`src/rtl/tohost_pkg.sv`:
```
// rtl/tohost_pkg.sv - shared state encoding, ASCII constants and report lengths for tohost_monitor
package tohost_pkg;

    typedef enum logic [1:0] {
        ST_IDLE     = 2'd0,
        ST_REPORT   = 2'd1,
        ST_FINISHED = 2'd2
    } state_t;

    localparam logic [7:0] CH_P  = 8'h50;
    localparam logic [7:0] CH_A  = 8'h41;
    localparam logic [7:0] CH_S  = 8'h53;
    localparam logic [7:0] CH_F  = 8'h46;
    localparam logic [7:0] CH_I  = 8'h49;
    localparam logic [7:0] CH_L  = 8'h4C;
    localparam logic [7:0] CH_SP = 8'h20;
    localparam logic [7:0] CH_NL = 8'h0A;

    localparam int PASS_LEN = 5;
    localparam int FAIL_LEN = 8;

    function automatic logic [2:0] last_index(input logic is_pass);
        return is_pass ? 3'(PASS_LEN - 1) : 3'(FAIL_LEN - 1);
    endfunction

endpackage

```
`src/rtl/tohost_monitor_if.sv`:
```
// rtl/tohost_monitor_if.sv - store bus and optional verdict byte stream (TOHOST_REPORT_EN)
interface tohost_monitor_if;
    logic        wr_en;
    logic [31:0] wr_addr;
    logic [31:0] wr_data;
`ifdef TOHOST_REPORT_EN
    logic [7:0]  tx_data;
    logic        tx_valid;
    logic        tx_ready;
`endif

    modport master (
        output wr_en, wr_addr, wr_data
`ifdef TOHOST_REPORT_EN
        , input tx_data, tx_valid
        , output tx_ready
`endif
    );

    modport slave (
        input wr_en, wr_addr, wr_data
`ifdef TOHOST_REPORT_EN
        , output tx_data, tx_valid
        , input tx_ready
`endif
    );
endinterface

```
`src/rtl/nibble_to_ascii.sv`:
```
// rtl/nibble_to_ascii.sv - 4-bit value to uppercase hex ASCII; built only with TOHOST_REPORT_EN
`ifdef TOHOST_REPORT_EN
module nibble_to_ascii (
    input  logic [3:0] nibble,
    output logic [7:0] ascii
);
    always_comb begin
        if (nibble < 4'd10) ascii = 8'h30 + {4'h0, nibble};
        else                ascii = 8'h37 + {4'h0, nibble};
    end
endmodule
`endif

```
`src/rtl/tohost_monitor.sv`:
```
// rtl/tohost_monitor.sv - captures the riscv-tests tohost write, raises halt, optionally streams a verdict
// Optional verdict stream compiled in with TOHOST_REPORT_EN.
module tohost_monitor
    import tohost_pkg::*;
#(
    parameter logic [31:0] TOHOST_ADDR = 32'h0000_1000
) (
    input  logic               clk,
    input  logic               rst,
    tohost_monitor_if.slave    bus,
    output logic               done,
    output logic               pass,
    output logic [30:0]        test_num,
    output logic               halt_req
);

    state_t state, state_next;
    logic   hit_term;

    // Only odd values terminate; even values are syscall-style traffic.
    assign hit_term = bus.wr_en && (bus.wr_addr == TOHOST_ADDR) &&
                      (state == ST_IDLE) && bus.wr_data[0];

    always_ff @(posedge clk) begin
        if (rst) begin
            state    <= ST_IDLE;
            pass     <= 1'b0;
            test_num <= 31'd0;
        end else begin
            state <= state_next;
            if (hit_term) begin
                pass     <= (bus.wr_data == 32'h1);
                test_num <= bus.wr_data[31:1];
            end
        end
    end

`ifdef TOHOST_REPORT_EN
    logic [2:0] idx;
    logic [7:0] hex_hi, hex_lo, rom_byte;
    logic       beat, last_beat;

    assign beat      = bus.tx_valid && bus.tx_ready;
    assign last_beat = (idx == last_index(pass));

    always_ff @(posedge clk) begin
        if (rst || state != ST_REPORT) idx <= 3'd0;
        else if (beat)                 idx <= idx + 3'd1;
    end

    nibble_to_ascii u_hex_hi (.nibble(test_num[7:4]), .ascii(hex_hi));
    nibble_to_ascii u_hex_lo (.nibble(test_num[3:0]), .ascii(hex_lo));

    always_comb begin
        rom_byte = 8'h00;
        if (pass) begin
            case (idx)
                3'd0:    rom_byte = CH_P;
                3'd1:    rom_byte = CH_A;
                3'd2:    rom_byte = CH_S;
                3'd3:    rom_byte = CH_S;
                3'd4:    rom_byte = CH_NL;
                default: rom_byte = 8'h00;
            endcase
        end else begin
            case (idx)
                3'd0:    rom_byte = CH_F;
                3'd1:    rom_byte = CH_A;
                3'd2:    rom_byte = CH_I;
                3'd3:    rom_byte = CH_L;
                3'd4:    rom_byte = CH_SP;
                3'd5:    rom_byte = hex_hi;
                3'd6:    rom_byte = hex_lo;
                default: rom_byte = CH_NL;
            endcase
        end
    end
`endif

    always_comb begin
        state_next = state;
        case (state)
            ST_IDLE: begin
                if (hit_term) begin
`ifdef TOHOST_REPORT_EN
                    state_next = ST_REPORT;
`else
                    state_next = ST_FINISHED;
`endif
                end
            end
            ST_REPORT: begin
`ifdef TOHOST_REPORT_EN
                if (beat && last_beat) state_next = ST_FINISHED;
`else
                state_next = ST_FINISHED;
`endif
            end
            ST_FINISHED: state_next = ST_FINISHED;
            default:     state_next = ST_IDLE;
        endcase
    end

    always_comb begin
        done     = (state != ST_IDLE);
        halt_req = (state != ST_IDLE);
`ifdef TOHOST_REPORT_EN
        bus.tx_valid = (state == ST_REPORT);
        bus.tx_data  = (state == ST_REPORT) ? rom_byte : 8'h00;
`endif
    end

endmodule

```
`src/flat_wrapper.sv`:
```
// flat-port wrapper written by rule: the top's interface ports become plain ports
module tohost_monitor_flat import tohost_pkg::*;
#(
    parameter logic [31:0] TOHOST_ADDR = 32'h0000_1000
)
  (clk, rst, done, pass, test_num, halt_req, bus_wr_en, bus_wr_addr, bus_wr_data);
  tohost_monitor_if bus_i ();
  input  logic clk;
  input  logic rst;
  output logic done;
  output logic pass;
  output logic [30:0] test_num;
  output logic halt_req;
  input wire logic [$bits(bus_i.wr_en)-1:0] bus_wr_en;
  input wire logic [$bits(bus_i.wr_addr)-1:0] bus_wr_addr;
  input wire logic [$bits(bus_i.wr_data)-1:0] bus_wr_data;
  assign bus_i.wr_en = bus_wr_en;
  assign bus_i.wr_addr = bus_wr_addr;
  assign bus_i.wr_data = bus_wr_data;
  tohost_monitor #(.TOHOST_ADDR(TOHOST_ADDR)) u_core (.clk(clk), .rst(rst), .bus(bus_i), .done(done), .pass(pass), .test_num(test_num), .halt_req(halt_req));
endmodule
```
`config.mk`:
```
export PLATFORM = sky130hd
export DESIGN_NAME = tohost_monitor_flat
export DESIGN_NICKNAME = d
export VERILOG_FILES = /design/src/rtl/tohost_pkg.sv /design/src/rtl/tohost_monitor_if.sv /design/src/rtl/nibble_to_ascii.sv /design/src/rtl/tohost_monitor.sv /design/src/flat_wrapper.sv
export SDC_FILE = /design/constraint.sdc
export NUM_CORES = 1
export LEC_CHECK = 0
export CORE_ASPECT_RATIO = 1.5
export CORE_MARGIN = 2
export CORE_UTILIZATION = 27
export DETAILED_ROUTE_END_ITERATION = 10
export GPL_ROUTABILITY_DRIVEN = 0
export GPL_TIMING_DRIVEN = 1
export HOLD_SLACK_MARGIN = 0.03
export PLACE_DENSITY_LB_ADDON = 0.1
export SLEW_MARGIN = 0
export SYNTH_ARGS = -nofsm -noshare
export SYNTH_HDL_FRONTEND = slang
export SYNTH_HIERARCHICAL = 1
export SYNTH_SLANG_ARGS = --single-unit
```
`constraint.sdc`:
```
create_clock -name clk -period 2.3 [get_ports clk]
set_input_delay 0.345 -clock clk [delete_from_list [all_inputs] [get_ports clk]]
set_output_delay 0.345 -clock clk [all_outputs]
set_load 0.02 [all_outputs]
```
==> results.cfg <==
[status]
outcome = finished, final reports clean

[synth]
seq_area_frac_synth_pct = 40.7
ys_warn_count = 6
syn_nets = 233
syn_inst = 166
syn_area_per_cell_um2 = 9.78
ys_types = 18
synth_seq_cells = 33
syn_area_um2 = 1620

[route]
drt-wirelength-per-cell_um = 13.1
vias_per_cell = 4.42
drt-initial-drc-count = 36
detail-route-antenna-nets = 0
first_pass_iters = 4
vias = 1499
drc = 0
drt_wl_total_um = 4460

[cts]
clockBufferDepth = 2
cts_tree = built
h-tree-depth = 2
clk_pin_slew_ns = 0.06
clkLatencyLatePin_ns = 0.28
ctsHoldBuffers = 0
cts_resized = 0
clockRootBuffer = clkbuf_8
cts_setup_buffers = 0
clkSinkCount = 33
numCtsBuffers = 5

[place]
dp_hpwl_um = 3550
pre_cts_ws_ns = 0.0967
io_buffers = 100
placedCellCount = 332

[cells_and_area]
n_antenna_cell = 0
drive_gt1_share_pct = 4.87
final_cell_mix = clkdlybuf4s50_1, nand2b_1, dfxtp_1
stdcell_count = 339
final_nets = 334
syn2layout_area_growth_pct = 73.0
final_util_pct = 48.5
final_common_cell = clkdlybuf4s50_1
nFillCells = 575

[setup_path]
worstPathRequired_ns = 2.51
reg2regPathDepth = 6
cp.arrival_ns = 2.12
timing.rr.end = u_core/test_num[30]$_SDFFE_PP0P_
reg2reg_slack_ns = 0.50
end_kind = flip-flop
regToRegStartpoint = u_core/state[1]$_SDFFE_PP0P_
crit_fanout = 14
worstSetupStartpointType = input port
crit_type = in2reg

[worst_hold_path]
min_from = u_core/test_num[18]$_SDFFE_PP0P_
hold_end = u_core/test_num[18]$_SDFFE_PP0P_
min_path_type = reg2reg
hold_depth = 2

[global_routing]
grt_usage_pct = 13.8
grt.overflow.total = 0
grt_pass1_wl_um = 6950
grt_max_degree = 33
grt_pass1_vias = 1511
antenna_found_initial = 0

[floorplan]
die_area_um2 = 6660
coreArea_um2 = 5790
die_h_um = 99.0
rows = 34
start_util_pct = 28.0
dieWidth_um = 67.3
ios = 101

[timing]
finalSetupViolations = 0
grt_setup_unrepaired = false
whs_ns = 0.469
slew_violations = 0
slew-limit-headroom_pct = 68.8
timing.final.ws_setup_ns = 0.387
setup_tns_ns = 0
worstMarginPinSlew_ns = 0.461
fin_skew_ns = 0.00443
max_freq_mhz = 523
post-route-period-util_pct = 83.2
fin_crit_ns = 1.91
hold_viol = 0

[power]
cellLeakagePower_uw = 0.000943
power_density_nw_per_um2 = 423
irDropWorstVdd_uv = 228

[job]
drv_cap = 0
==> cell families (layout without fill, tap and decap cells) <==
logic type	count (synthesis)	in the layout	synth area share (%)
mux	32	32	19.8
buf+inv	11	112	4.16
flops	33	33	40.7
simple gates	89	89	34.7
compound gates	1	1	0.617
==> worst max-delay path, cell delays in order <==
cell and delay (ns):
clkdlybuf4s50_1 0.40, nor4_1 0.28, nand4_1 0.19, nor4_4 0.29
buf_4 0.22, buf_12 0.18, mux2i_1 0.20
==> how the worst max path moves through the flow <==
| stage | from | to | slack [ns] | depth (start not counted) |
|---|---|---|---|---|
| after floorplan | u_core/state[1]$_SDFFE_PP0P_ | u_core/pass$_SDFFE_PP0P_ | 0.49 | 4 |
| after global placement | bus_wr_addr[1] | u_core/pass$_SDFFE_PP0P_ | 0.11 | 6 |
| after detailed placement | bus_wr_addr[26] | u_core/pass$_SDFFE_PP0P_ | 0.1 | 6 |
| after CTS | bus_wr_addr[26] | u_core/test_num[5]$_SDFFE_PP0P_ | 0.37 | 7 |
| after global routing | bus_wr_addr[26] | u_core/test_num[26]$_SDFFE_PP0P_ | 0.26 | 7 |
| final | bus_wr_addr[26] | u_core/test_num[30]$_SDFFE_PP0P_ | 0.39 | 7 |
==> state kept, by name, indices dropped and copies added, names as in the netlist <==
name and flops:
u_core/test_num 31, u_core/state 1, u_core/pass 1
==> metrics by stage <==
step,total power [uW],area (um^2)
2_1_floorplan,629,1620
3_3_place_gp,762,2720
3_5_place_dp,762,2720
4_1_cts,1210,2810
5_1_grt,1250,2810
6_report,1190,2810
==> layout make-up <==
type | count | area (um^2) | area share [%]
tap | 72 | 90.1 | 3.21
sequential | 33 | 661 | 23.5
multi-input combinational | 122 | 895 | 31.9
clock buffer | 7 | 86.3 | 3.07
timing repair buffer | 105 | 1080 | 38.3
==> report_power, final <==
part           total (uW)  switching (uW)  internal (uW)
sequential            571    0.0000000107            571
combinational         175            46.6            129
clock                 442             204            237
==> per-layer routing <==
metal | part of all wire [%] | up-vias | GRT usage [%]
met5 | 0 | - | 0
met4 | 1.7 | 0 | 5.18
met3 | 11 | 6 | 4.11
met2 | 49 | 71 | 24.2
met1 | 38 | 655 | 15.2
li1 | - | 767 | -
==> Yosys cell counts <==
master	n	area share, %
nor4b_1	2	1.1
clkbuf_1	7	1.6
o21ba_1	1	0.62
nand2_1	2	0.46
nor4_4	1	1.3
buf_6	3	2.1
or3_1	1	0.39
nand2b_1	62	24
buf_4	1	0.46
nor2_1	2	0.46
dfxtp_1	33	41
nand4_1	3	1.2
nand3_1	1	0.31
nor2b_1	1	0.39
mux2i_1	31	19
mux2_2	1	0.69
nor4_1	12	4.6
nor3_1	2	0.62
Note: power is estimated with default switching activity, not from simulation.
